### src/rtl/uart_rx.sv
// uart_rx: UART receiver, 8N1 LSB first; define UART_RX_PARITY_EN for an even-parity bit before stop
module uart_rx #(
  parameter int UART_BPS = 'd9600,
  parameter int CLK_FREQ = 'd50_000_000
) (
  input  logic       sys_clk,
  input  logic       sys_rst_n,
  input  logic       rx,
  output logic [7:0] po_data,
  output logic       po_flag,
  output logic       frame_err,
  output logic       parity_err
);
  localparam logic [15:0] BAUD_CNT = 16'(CLK_FREQ / UART_BPS);
  localparam logic [15:0] MID = BAUD_CNT / 16'd2 - 16'd1;
  typedef enum logic [2:0] {
    IDLE,
    START,
    DATA,
`ifdef UART_RX_PARITY_EN
    PARITY,
`endif
    STOP
  } state_t;
  state_t state, next;
  logic rx_s1, rx_s2, rx_s3;
  logic [15:0] baud_cnt;
  logic [2:0] bit_cnt;
  logic [7:0] shift;
  logic start_edge, sample_tick, stop_tick, par_bad, good;
  assign start_edge = rx_s3 & ~rx_s2;
  assign sample_tick = (state != IDLE) && (baud_cnt == MID);
  assign stop_tick = sample_tick && (state == STOP);
  assign good = stop_tick & rx_s2 & ~par_bad;
`ifdef UART_RX_PARITY_EN
  logic par_bit;
  // capture the parity bit at its mid-bit point
  always_ff @(posedge sys_clk or negedge sys_rst_n)
    if (!sys_rst_n) par_bit <= 1'b0;
    else if (sample_tick && state == PARITY) par_bit <= rx_s2;
  assign par_bad = ^{shift, par_bit};
`else
  assign par_bad = 1'b0;
`endif
  // two-flop synchroniser plus delay flop for falling-edge detection, idle high
  always_ff @(posedge sys_clk or negedge sys_rst_n)
    if (!sys_rst_n) {rx_s1, rx_s2, rx_s3} <= 3'b111;
    else {rx_s1, rx_s2, rx_s3} <= {rx, rx_s1, rx_s2};
  // bit-period counter, held at zero while idle so the first tick lands mid start bit
  always_ff @(posedge sys_clk or negedge sys_rst_n)
    if (!sys_rst_n) baud_cnt <= '0;
    else baud_cnt <= (state == IDLE || baud_cnt == BAUD_CNT - 16'd1) ? '0 : baud_cnt + 16'd1;
  // data bits shifted in LSB first at each mid-bit sample
  always_ff @(posedge sys_clk or negedge sys_rst_n)
    if (!sys_rst_n) begin
      bit_cnt <= '0;
      shift <= '0;
    end else if (sample_tick && state == START) begin
      bit_cnt <= '0;
    end else if (sample_tick && state == DATA) begin
      shift[bit_cnt] <= rx_s2;
      bit_cnt <= bit_cnt + 3'd1;
    end
  // state register
  always_ff @(posedge sys_clk or negedge sys_rst_n)
    if (!sys_rst_n) state <= IDLE;
    else state <= next;
  // next state; return to idle at mid stop bit so a back-to-back start edge is not missed
  always_comb begin
    next = state;
    case (state)
      IDLE: next = start_edge ? START : IDLE;
      START: next = sample_tick ? (rx_s2 ? IDLE : DATA) : START;
`ifdef UART_RX_PARITY_EN
      DATA: next = (sample_tick && bit_cnt == 3'd7) ? PARITY : DATA;
      PARITY: next = sample_tick ? STOP : PARITY;
`else
      DATA: next = (sample_tick && bit_cnt == 3'd7) ? STOP : DATA;
`endif
      STOP: next = sample_tick ? IDLE : STOP;
      default: next = IDLE;
    endcase
  end
  // registered result strobes; po_data only moves on a good frame
  always_ff @(posedge sys_clk or negedge sys_rst_n)
    if (!sys_rst_n) begin
      po_data <= 8'h00;
      po_flag <= 1'b0;
      frame_err <= 1'b0;
      parity_err <= 1'b0;
    end else begin
      po_flag <= good;
      frame_err <= stop_tick & ~rx_s2;
      parity_err <= stop_tick & par_bad;
      if (good) po_data <= shift;
    end
endmodule

### config.mk
export PLATFORM = sky130hd
export DESIGN_NAME = uart_rx
export DESIGN_NICKNAME = d
export VERILOG_FILES = /design/src/rtl/uart_rx.sv
export SDC_FILE = /design/constraint.sdc
export NUM_CORES = 1
export LEC_CHECK = 0
export BUFFER_PORTS_ARGS = -buffer_cell sky130_fd_sc_hd__buf_4
export CAP_MARGIN = 30
export CORE_ASPECT_RATIO = 0.7
export CORE_UTILIZATION = 30
export DETAILED_ROUTE_END_ITERATION = 8
export GPL_TIMING_DRIVEN = 0
export MAX_ROUTING_LAYER = met4
export PLACE_DENSITY = 0.42
export SLEW_MARGIN = 40
export SYNTH_ARGS = -nofsm -noshare
export SYNTH_HDL_FRONTEND = slang
export SYNTH_SLANG_ARGS = --single-unit
### constraint.sdc
create_clock -name sys_clk -period 3.2 [get_ports sys_clk]
set_input_delay 0.32 -clock sys_clk [delete_from_list [all_inputs] [get_ports sys_clk]]
set_output_delay 0.32 -clock sys_clk [all_outputs]
set_load 0.02 [all_outputs]
Word level (Yosys, flattened, before mapping)

Cells that the tools add are included.

Logic and storage cells: 48
Output and inout bits: 11
Bits of input ports: 3
Bits in registers: 43

Mux-type cells: 12
Add/sub/neg operators: 2
Magnitude comparators: 2
Equality and inequality tests: 6
Reductions and logical operators: 11
Bitwise operators: 5

Operators by type and width:

| operator              | count |
|---|---|
| $add 16x1->16 const B | 1 |
| $eq 16x12->1 const B  | 1 |
| $eq 16x13->1 const B  | 1 |
| $mux 16               | 1 |
| $pmux 3 s4            | 1 |
| $bwmux 8              | 1 |
| $eq 3x2->1 const B    | 2 |
| $logic_and 1x1->1     | 6 |
| $mux 2                | 3 |
| $mux 3                | 2 |
| $lt 3x4->1 const B    | 1 |
| $add 3x1->3 const B   | 1 |
| $and 1x1->1           | 3 |
| $demux 1 s3           | 1 |
| $eq 3x1->1 const B    | 1 |
| $eq 3x3->1 const B    | 1 |
| $ge 3x1->1 const B    | 1 |
| $logic_not 3->1       | 1 |
| $mux 1                | 3 |
| $reduce_bool 3->1     | 1 |
| $not 1->1             | 2 |
| $reduce_and 2->1      | 1 |
| $reduce_bool 2->1     | 1 |
| $logic_or 1x1->1      | 1 |

Logic depth before layout (Yosys ltp)

Gate-level depths: netlist of the first run.

Depth after elaboration: 5
Mapped depth: 6
Depth with buffers taken out: 5

Worst setup path before layout of the first run

OpenSTA, ideal clock, no wires.

Path kind: register to register
From: register baud_cnt[0]
To: register po_data[0]
Cell stages (with the launch flop): 7
Required time: 3,075 ps
Clock period less this slack: 2,078 ps
Data arrival time: 1,953 ps
Slack: 1,122 ps
Buffers on the path: 1
Setup time: 125 ps
Path through: dfrtp_1 -> ha_1 -> nand2b_4 -> or4_1 -> buf_4 -> nor3_4 -> mux2_2

Word-level cells in the longest chain between the ends: 4

Ends and longest elaborated chain:

| item                   | RTL line | source |
|---|---|---|
| from (decl)            | 27       | `logic [15:0] baud_cnt;` |
| from (signal assigned) | 52       | `else baud_cnt <= (state == IDLE \|\| baud_cnt == BAUD_CNT - 16'd1) ? '0 : baud_cnt + 16'd1;` |
| $eq 16x12->1           | 32       | `assign sample_tick = (state != IDLE) && (baud_cnt == MID);` |
| $logic_and 1x1->1      | 32       |  |
| $logic_and 1x1->1      | 33       | `assign stop_tick = sample_tick && (state == STOP);` |
| $and 1x1->1            | 34       | `assign good = stop_tick & rx_s2 & ~par_bad;` |
| to (signal assigned)   | 95       | `if (good) po_data <= shift;` |
| to (decl)              | 9        | `output logic [7:0] po_data,` |

No other way between the ends.
A chain may end at the register's enable or synchronous reset.

Worst setup path after layout of the first run

From: register baud_cnt[0]
To: register po_data[2]

The elaborated chain is that of the path after synthesis.

==> results of run 1 <==
==> per-layer routing <==
metal | up-vias | part of all wire (%) | GRT usage, %
li1 | 684 | - | -
met4 | 0 | 1.1 | 4.35
met1 | 680 | 55 | 18.8
met5 | - | 0 | -
met3 | 5 | 3.4 | 3.36
met2 | 22 | 41 | 18.6
==> path summary, 6_finish.rpt <==
path	endpoint	from	cells after the start	slack [ns]
max	po_data[2]$_DFFE_PN0P_	baud_cnt[0]$_DFF_PN0_	6	0.87
min	po_data[5]$_DFFE_PN0P_	sys_rst_n	1	0.005
max in group asynchronous	rx_s3$_DFF_PN1_	sys_rst_n	1	2.82
min in group sys_clk	rx_s1$_DFF_PN1_	rx	1	0.13
min reg2reg	rx_s2$_DFF_PN1_	rx_s1$_DFF_PN1_	0	0.36
max reg2reg	po_data[2]$_DFFE_PN0P_	baud_cnt[0]$_DFF_PN0_	6	0.87
==> final cells by class <==
cell class / count / area (sq um) / area share (%)
Inverter: 5 / 18.8 / 0.807
Timing Repair Buffer: 12 / 90.1 / 3.87
Sequential cell: 42 / 1050 / 45.3
Buffer: 10 / 66.3 / 2.85
Clock buffer: 7 / 86.3 / 3.71
Clock inverter: 1 / 5.00 / 0.215
Tap cell: 91 / 114 / 4.90
Multi-Input combinational cell: 126 / 891 / 38.3
==> per-stage QoR <==
| stage | cell area (sq um) | setup slack [ns] | std cells |
|---|---|---|---|
| after global routing | 2330 | 0.737 | 294 |
| final | 2330 | 0.867 | 294 |
| after detailed placement | 2230 | 0.875 | 286 |
| after global placement | 2230 | 0.893 | 286 |
| after CTS | 2320 | 0.863 | 294 |
| after floorplan | 2020 | 1.12 | 183 |
==> state kept, by name (all words and copies together) (netlist names) <==
| register | count |
|---|---|
| shift | 8 |
| state | 2 |
| rx_s3 | 1 |
| bit_cnt | 3 |
| rx_s1 | 1 |
| baud_cnt | 16 |
| po_flag | 1 |
| frame_err | 1 |
| po_data | 8 |
| rx_s2 | 1 |
==> kinds of logic after synthesis <==
kind of cell | share of synthesized area (%)
AOI/OAI and AO/OA | 4.57
xor gates and xnor gates | 5.19
adders and majority gates | 1.85
buffers and inverters | 4.20
DFF | 52.1
muxes | 9.46
other | 0.185
and+or+nand+nor | 22.4
==> synth_stat cells (2+ instances only) <==
cell	instances	area share (%)
ha_1	3	1.9
xnor2_1	9	3.9
o21ai_0	2	0.49
xor2_1	3	1.3
o211ai_1	2	0.74
nand2_1	7	1.3
clkbuf_1	3	0.56
buf_6	2	1.1
buf_4	3	1.1
dfrtp_1	39	48
nand2b_1	2	0.62
nor2_1	21	3.9
nor3_1	6	1.5
a21oi_1	3	0.74
and2_1	2	0.62
nor4_1	9	2.8
dfstp_2	3	3.9
o41ai_1	2	0.87
mux2_2	17	9.5
inv_1	5	0.93
nand3_1	11	2.7
nand4_1	9	2.8
==> worst max-delay path, cell delays in order (launching register included) <==
cell,delay (ns)
dfrtp_1,0.37
ha_1,0.28
nand2b_4,0.09
or4_1,0.48
buf_4,0.19
nor3_4,0.43
mux2_2,0.39
==> power groups by stage <==
| stage | clock, mW | sequential (mW) | combinational [mW] |
|---|---|---|---|
| after floorplan | 0 | 0.607 | 0.155 |
| after global placement | 0 | 0.615 | 0.196 |
| after detailed placement | 0 | 0.616 | 0.201 |
| after CTS | 0.367 | 0.605 | 0.203 |
| after global routing | 0.392 | 0.612 | 0.227 |
| final | 0.349 | 0.606 | 0.204 |
==> cell usage in the layout, fill, tap and decap left out, types with 2 or more instances in the layout <==
cell / netlist / layout
a21oi_1: 3 / 3
and2_1: 2 / 2
buf_4: 3 / 15
buf_6: 2 / 2
clkbuf_1: 3 / 4
clkbuf_8: 0 / 6
dfrtp_1: 39 / 39
dfstp_2: 3 / 3
ha_1: 3 / 3
inv_1: 5 / 5
mux2_2: 17 / 17
nand2_1: 7 / 7
nand2b_1: 2 / 2
nand3_1: 11 / 11
nand4_1: 9 / 9
nor2_1: 21 / 21
nor3_1: 6 / 6
nor4_1: 9 / 8
o211ai_1: 2 / 2
o21ai_0: 2 / 2
o41ai_1: 2 / 2
xnor2_1: 9 / 9
xor2_1: 3 / 3
==> results.py, run 1 <==
metrics = {
    "floorplanning": {
        "core_area_sq_um": 6370,
        "start_util_pct": 31.8,
        "die_w_microns": 100,
        "dieArea_sq_um": 7090,
        "die_height_microns": 70.7,
        "io_pins": 14,
        "num_rows": 24,
    },
    "logic_synthesis": {
        "synthArstFlopShare_pct": 100,
        "postSynthCellCount": 183,
        "syn_area_sq_um": 2020,
        "synth_flop_cell": "dfrtp_1",
        "syn_nets": 189,
        "synth.distinct_cells": 42,
        "yosysSeqAreaShare_pct": 52.1,
        "yosysWarnings": 0,
        "synth_area_per_cell_sq_um": 11.1,
        "synth_edf_count": 0,
        "synth_seq_cells": 42,
    },
    "worst_setup_path": {
        "crit_path_start_kind": "flip-flop",
        "cp.arrival_ns": 2.51,
        "worstSetupEndpointType": "flip-flop",
        "crit_fanout": 8,
        "worstSetupPathType": "reg -> reg",
        "required_ns": 3.38,
    },
    "clocking": {
        "clk_pin_slew_worst_paths_ns": 0.08,
        "cts_sinks": 42,
        "cts_buffers": 5,
        "ctsResizeCount": 0,
        "post-cts-setup-buffers": 0,
        "worstSkewPairLatency_ns": 0.29,
        "cts_tree": "done",
        "cts_root_buf": "clkbuf_8",
        "clockBufferDepth": 2,
        "cts_max_level": 2,
        "ctsHoldBuffers": 0,
    },
    "drt": {
        "vias": 1391,
        "avgRoutedWirePerCell_microns": 13.7,
        "drt-pass1-iter-count": 4,
        "dr.first_iter.drc_count": 77,
        "finalWirelength_mm": 4.04,
        "drc": 0,
        "routed_via_density": 4.73,
        "ant_nets": 0,
    },
    "global_routing": {
        "grt_pass1_wl_mm": 7.23,
        "antenna_found_initial": 0,
        "grt_max_degree": 43,
        "grt.overflow.total": 0,
        "grt_pass1_vias": 1466,
        "gr-usage-all-layers_pct": 13.4,
    },
    "sta": {
        "fin_crit_sh_pct": 72.9,
        "rsz0062_at_grt": "false",
        "finalSetupViolCount": 0,
        "relSlewSlack_pct": 61.1,
        "finalSetupTns_ns": 0,
        "finalMaxSlewViolations": 0,
        "fmax_mhz": 429,
        "period_needed_ns": 2.33,
        "tightest_slew_ns": 0.579,
        "finalHoldViolations": 0,
        "skew_ns": 0.00462,
        "hold_slack_ns": 0.00513,
    },
    "power": {
        "p_sw_share_pct": 28.7,
        "power_frac_comb_pct": 17.6,
        "power-per-cell-area_nw_per_um2": 498,
        "power_mw": 1.16,
        "internal-power_mw": 0.826,
        "power.net_switching_mw": 0.332,
        "power_frac_clock_pct": 30.1,
        "seq_power_share_pct": 52.3,
        "power_leakage_nw": 1.02,
        "ir_drop_mv": 0.152,
    },
    "final_layout": {
        "fin_util_pct": 36.5,
        "drive_above_1_share_pct": 25.6,
        "layout.nets": 208,
        "n_antenna_cell": 0,
        "fill_cells": 625,
        "synthToLayoutAreaGrowth_pct": 14.9,
    },
    "flow_run": {
        "maxCapViolations": 0,
    },
    "outcome": {
        "outcome": "finished clean",
    },
    "place": {
        "hpwl_mm": 2.89,
        "io_buffers": 12,
        "gp_congestion": 0.767,
    },
    "hold_path": {
        "hold_class": "in -> async",
    },
}
Power figures use the tool's default switching activity.
==> run 2, diff against run 1 <==
Settings changed: ABC_AREA set to 1, PLACE_DENSITY 0.42 to 0.44.
Clock period 3.2 ns to 2.1 ns, I/O delays scaled along.
==> results.py, run 2 <==
metrics = {
    "worst_setup_path": {
        "worstSetupPathType": "reg -> reg",
        "r2r_cells": 7,
        "crit_fanout": 10,
        "cp_cell_sequence": "ha_1 -> nand2_1 -> nor2_1 -> nand3_1 -> nand2_1 -> buf_2 -> nor2_1",
        "cpMaxStageDelayCell": "dfrtp_1",
        "reg2reg_from": "baud_cnt[0]$_DFF_PN0_",
        "r2r-end": "baud_cnt[12]$_DFF_PN0_",
        "worstSetupEndpointType": "flip-flop",
        "cp.arrival_ns": 1.97,
        "slowest_delay_ns": 0.40,
        "crit_path_start_kind": "flip-flop",
        "startpoint": "baud_cnt[0]$_DFF_PN0_",
        "reg2reg_slack_ns": 0.30,
        "required_ns": 2.27,
    },
    "clocking": {
        "cts_tree": "done",
        "cts_max_level": 2,
        "clk_pin_slew_worst_paths_ns": 0.08,
        "cts_buffers": 5,
        "ctsResizeCount": 0,
        "cts_sinks": 42,
        "cts_root_buf": "clkbuf_8",
        "post-cts-setup-buffers": 0,
        "worstSkewPairLatency_ns": 0.29,
        "clockBufferDepth": 2,
    },
    "hold_path": {
        "min-delay-start": "rx",
        "hold_depth": 1,
        "holdPathEnd": "rx_s1$_DFF_PN1_",
        "hold_class": "in -> reg",
    },
    "final_layout": {
        "largest_register": "baud_cnt",
        "synthToLayoutAreaGrowth_pct": 13.8,
        "fill_cells": 791,
        "largest_reg_flops": 16,
        "drive_above_1_share_pct": 14.8,
        "final_cell_mix": "79 x nand2_1, 47 x nor2_1, 39 x dfrtp_1",
        "layout_commonest_cell": "nand2_1",
        "multi_input_area_sq_um": 1070,
        "seqCellArea_sq_um": 1050,
        "layout.nets": 323,
        "n_antenna_cell": 0,
        "largestRegisters": "baud_cnt: 16 flops, po_data: 8 flops, shift: 8 flops",
    },
    "logic_synthesis": {
        "synth_flop_cell": "dfrtp_1",
        "synth_area_per_cell_sq_um": 7.68,
        "synth_top_family_by_area": "simple AND/OR/NAND/NOR gates",
        "syn_area_sq_um": 2280,
        "synth_mux_area_share_pct": 0,
        "postSynthCellCount": 297,
        "syn_nets": 303,
        "yosysTopAreaCell": "dfrtp_1",
        "synth_most_common_cell": "nand2_1",
        "ys_top_cells_by_area": "dfrtp_1 43%, nand2_1 13%, nand4_1 8.0%",
        "post-synth-top-area-fraction_pct": 42.8,
        "synthArstFlopShare_pct": 100,
        "synth.distinct_cells": 29,
        "synth_commonest_cells": "79 x nand2_1, 47 x nor2_1, 39 x dfrtp_1",
        "synth_edf_count": 0,
        "synthAdderAreaFrac_pct": 1.65,
        "synth_compound_area_share_pct": 1.48,
        "synth-simple-area-share_pct": 41.4,
        "yosysSeqAreaShare_pct": 46.3,
        "yosysWarnings": 0,
        "synth_seq_cells": 42,
        "synth_xor_area_share_pct": 2.31,
    },
    "global_routing": {
        "use_met2_pct": 18.3,
        "grt-busiest-layer": "met1",
        "grt.overflow.total": 0,
        "grt_pass1_vias": 1678,
        "grt_pass1_wl_mm": 8.98,
        "grt_max_degree": 43,
        "antenna_found_initial": 0,
        "grtUsageMet1_pct": 25.3,
        "use_met3_pct": 2.86,
        "gr-usage-all-layers_pct": 15.4,
    },
    "sta": {
        "hold_slack_ns": 0.0236,
        "finalSetupTns_ns": 0,
        "finalMaxSlewViolations": 0,
        "finalHoldViolations": 0,
        "fmax_mhz": 556,
        "skew_ns": 0.00629,
        "period_needed_ns": 1.80,
        "rsz0062_at_grt": "false",
        "tightest_slew_ns": 0.548,
        "fin_crit_sh_pct": 85.6,
        "relSlewSlack_pct": 63.5,
        "finalSetupViolCount": 0,
    },
    "drt": {
        "drt-pass1-iter-count": 4,
        "finalWirelength_mm": 5.45,
        "drc": 0,
        "ant_nets": 0,
        "vias": 1929,
        "avgRoutedWirePerCell_microns": 13.1,
        "routed_via_density": 4.64,
        "dr.first_iter.drc_count": 167,
    },
    "power": {
        "power-per-cell-area_nw_per_um2": 671,
        "ir_drop_mv": 0.324,
        "power_leakage_nw": 1.24,
    },
    "floorplanning": {
        "start_util_pct": 31.1,
        "dieArea_sq_um": 7960,
        "die_w_microns": 106,
        "die_height_microns": 74.9,
        "io_pins": 14,
        "core_area_sq_um": 7320,
        "num_rows": 26,
    },
    "place": {
        "hpwl_mm": 4.01,
        "gp_congestion": 0.842,
        "io_buffers": 12,
    },
    "flow_run": {
        "maxCapViolations": 0,
    },
    "outcome": {
        "outcome": "finished clean",
    },
}
[run 2: metal layers]
| metal | part of all wire [%] | vias to the layer above |
|---|---|---|
| met2 | 35 | 39 |
| met4 | 0.77 | 0 |
| met1 | 61 | 883 |
| met5 | 0 | - |
| met3 | 3.7 | 4 |
| li1 | - | 1003 |
[run 2: cells by family after synthesis]
family,after synthesis
other,1
buffers and inverters,39
and+or+nand+nor,200
AOI/OAI and AO/OA,6
DFF,42
adders and majority gates,3
xor gates and xnor gates,6
[run 2: what timing repair did]
action	in CTS	in global routing
endpoints found under the hold margin	39	0
hold buffers	1	0
endpoints found under the setup margin	0	0
[run 2: where the power goes]
group | total [mW] | switching (mW) | internal (mW)
clock network | 0.533 | 0.268 | 0.265
logic | 0.280 | 0.188 | 0.0917
registers | 0.928 | 0.0633 | 0.864
total | 1.74 | 0.520 | 1.22
[run 2: worst max-delay path by stage]
stage,to,depth (start not counted)
detailed placement,baud_cnt[10]$_DFF_PN0_,7
finish,baud_cnt[12]$_DFF_PN0_,7
CTS,baud_cnt[10]$_DFF_PN0_,7
global route,baud_cnt[10]$_DFF_PN0_,6
global placement,baud_cnt[10]$_DFF_PN0_,7
floorplan,po_data[0]$_DFFE_PN0P_,10
[run 2: stage by stage]
step	worst slack [ns]	utilization (%)	cell area, sq um	power, mW	std cells
floorplan	0.689	-	2280	1.14	297
global placement	0.302	34.1	2490	1.22	407
detailed placement	0.291	34.1	2490	1.22	407
CTS	0.278	35.4	2590	1.78	416
global route	0.171	35.4	2590	1.87	416
finish	0.302	35.4	2590	1.74	416
[run 2: critical path: cells and delay by family (launching register included)]
kind | cells | cell delay [ns]
buf+inv | 1 | 0.30
flops | 1 | 0.40
fa+ha+maj | 1 | 0.28
simple gates | 5 | 0.69
[run 2: cell type report]
type | instances | share of cell area (%)
plain buffers | 7 | 1.30
clock buffers | 7 | 3.33
clock inverters | 1 | 0.193
inverters | 32 | 4.63
multi-input cells | 216 | 41.3
flip-flops and latches | 42 | 40.7
well taps | 98 | 4.73
repair buffers | 13 | 3.86
==> run 3, diff against run 2 <==
Settings changed: REMOVE_ABC_BUFFERS set to 1.
==> results.py, run 3 (synthesis results as in run 2) <==
metrics = {
    "outcome": {
        "outcome": "finished clean",
    },
    "floorplanning": {
        "die_height_microns": 74.9,
        "start_util_pct": 31.1,
        "io_pins": 14,
        "die_w_microns": 106,
        "dieArea_sq_um": 7960,
        "core_area_sq_um": 7320,
        "num_rows": 26,
    },
    "sta": {
        "relSlewSlack_pct": 61.5,
        "period_needed_ns": 1.72,
        "tightest_slew_ns": 0.575,
        "finalSetupTns_ns": 0,
        "finalHoldViolations": 0,
        "finalSetupViolCount": 0,
        "fin_crit_sh_pct": 81.8,
        "fmax_mhz": 582,
        "rsz0062_at_grt": "false",
        "finalMaxSlewViolations": 0,
        "skew_ns": 0.0136,
    },
    "drt": {
        "wl_met1_mm": 3.20,
        "highest_layer": "met4",
        "wl_met3_microns": 157,
        "finalWirelength_mm": 5.48,
        "drc": 0,
        "routed_via_density": 4.67,
        "avgRoutedWirePerCell_microns": 13.4,
        "drt-pass1-iter-count": 4,
        "ant_nets": 0,
        "vias": 1912,
        "dr.first_iter.drc_count": 82,
        "wl_met2_mm": 2.08,
    },
    "global_routing": {
        "grt_pass1_wl_mm": 9.17,
        "grt_max_degree": 43,
        "grt.overflow.total": 0,
        "antenna_found_initial": 0,
        "gr-usage-all-layers_pct": 15.8,
        "grt_pass1_vias": 1743,
    },
    "power": {
        "seq_power_share_pct": 54.8,
        "ir_drop_mv": 0.362,
        "internal-power_mw": 1.18,
        "power_frac_comb_pct": 15.3,
        "p_sw_share_pct": 30.7,
        "power_mw": 1.70,
        "power_leakage_nw": 1.21,
        "power.net_switching_mw": 0.523,
        "power_frac_clock_pct": 29.9,
        "power-per-cell-area_nw_per_um2": 668,
    },
    "final_layout": {
        "synthToLayoutAreaGrowth_pct": 11.9,
        "design_area_sq_um": 2550,
        "fill_cells": 791,
        "n_antenna_cell": 0,
        "largest_reg_flops": 16,
        "largest_register": "baud_cnt",
        "drive_above_1_share_pct": 13.8,
        "largestRegisters": "baud_cnt: 16 flops, po_data: 8 flops, shift: 8 flops",
        "final_cell_mix": "79 x nand2_1, 47 x nor2_1, 39 x dfrtp_1",
        "fin_util_pct": 34.9,
        "layout_commonest_cell": "nand2_1",
        "layout.nets": 316,
    },
    "worst_setup_path": {
        "slowest_delay_ns": 0.63,
        "r2r_cells": 9,
        "cp_cell_sequence": "inv_2 -> nand2_2 -> nand2_2 -> nor2_2 -> nand2_2 -> nor2_8 -> nand3_4 -> nand2_1 -> nand2_1",
        "path_buf_inv": 1,
        "cpMaxStageDelayCell": "dfrtp_1",
        "reg2reg_slack_ns": 0.38,
        "cp.arrival_ns": 1.91,
        "critPathTopFamily": "simple AND/OR/NAND/NOR gates",
        "endpoint": "po_data[1]$_DFFE_PN0P_",
        "reg2reg_from": "state[1]$_DFF_PN0_",
        "crit_path_start_kind": "flip-flop",
        "crit_cells": 9,
        "required_ns": 2.30,
        "cpMostUsedCell": "nand2_2",
        "r2r-end": "po_data[1]$_DFFE_PN0P_",
        "worstSetupPathType": "reg -> reg",
        "worstSetupEndpointType": "flip-flop",
        "startpoint": "state[1]$_DFF_PN0_",
        "crit_fanout": 13,
    },
    "clocking": {
        "post-cts-setup-buffers": 0,
        "ctsResizeCount": 0,
        "cts_buffers": 5,
        "cts_tree": "done",
        "clockBufferDepth": 2,
        "cts_root_buf": "clkbuf_8",
        "cts_sinks": 42,
        "cts_max_level": 2,
        "clk_pin_slew_worst_paths_ns": 0.09,
        "ctsHoldBuffers": 1,
        "worstSkewPairLatency_ns": 0.30,
    },
    "place": {
        "hpwl_mm": 3.96,
        "place_area_sq_um": 2460,
        "gp_congestion": 0.841,
        "io_buffers": 12,
    },
    "flow_run": {
        "maxCapViolations": 0,
    },
    "hold_path": {
        "hold_class": "in -> reg",
    },
}
[run 3: cell types whose count changed in the layout (fill, tap and decap cells not counted)]
cell	delta
clkbuf_1	-3
clkinv_2	+1
buf_4	-1
buf_2	-2
clkbuf_2	-1
clkbuf_8	-1
[run 3: power by group through the flow]
| stage | Combinational, mW | Sequential, mW | Clock, mW |
|---|---|---|---|
| after floorplan | 0.199 | 0.932 | 0 |
| after global placement | 0.264 | 0.948 | 0 |
| after detailed placement | 0.265 | 0.952 | 0 |
| after CTS | 0.268 | 0.936 | 0.539 |
| after global routing | 0.314 | 0.949 | 0.564 |
| final | 0.260 | 0.934 | 0.510 |
[run 3: how the worst min path moves through the flow]
stage / startpoint / to / slack (ns) / cells past startpoint
after floorplan: sys_rst_n / baud_cnt[0]$_DFF_PN0_ / -0.09 / 0
after global placement: sys_rst_n / po_data[5]$_DFFE_PN0P_ / 0.25 / 1
after detailed placement: sys_rst_n / po_data[5]$_DFFE_PN0P_ / 0.24 / 1
after CTS: rx / rx_s1$_DFF_PN1_ / 0.007 / 1
after global routing: rx / rx_s1$_DFF_PN1_ / 0.001 / 1
final: rx / rx_s1$_DFF_PN1_ / 0.02 / 1
[run 3: routing by layer]
layer | vias up | track usage (%)
met5 | - | -
met4 | 0 | 3.70
li1 | 989 | -
met1 | 892 | 24.5
met3 | 5 | 3.12
met2 | 26 | 20.5
[run 3: cell type report]
cell class                      count  area [sq um]  share of cell area (%)
Clock buffer                        6          72.6                    2.84
Timing Repair Buffer               13           100                    3.92
Sequential cell                    42          1050                    41.3
Tap cell                           98           123                    4.81
Multi-Input combinational cell    216          1070                    42.0
Inverter                           32           120                    4.71
Clock inverter                      2          10.0                   0.392
[run 3: through the flow]
step | cells | hold slack [ns] | setup slack [ns]
2_1_floorplan | 290 | -0.0856 | 0.685
3_3_place_gp | 400 | 0.245 | 0.371
3_5_place_dp | 400 | 0.239 | 0.368
4_1_cts | 409 | 0.00723 | 0.329
5_1_grt | 409 | 0.00145 | 0.163
6_report | 409 | 0.0168 | 0.382
[run 3: worst reg2reg max path, delay by kind of cell, from the launching register on]
kind / cells / cell delay, ns
buf+inv: 1 / 0.11
flops: 1 / 0.63
simple gates: 8 / 0.88
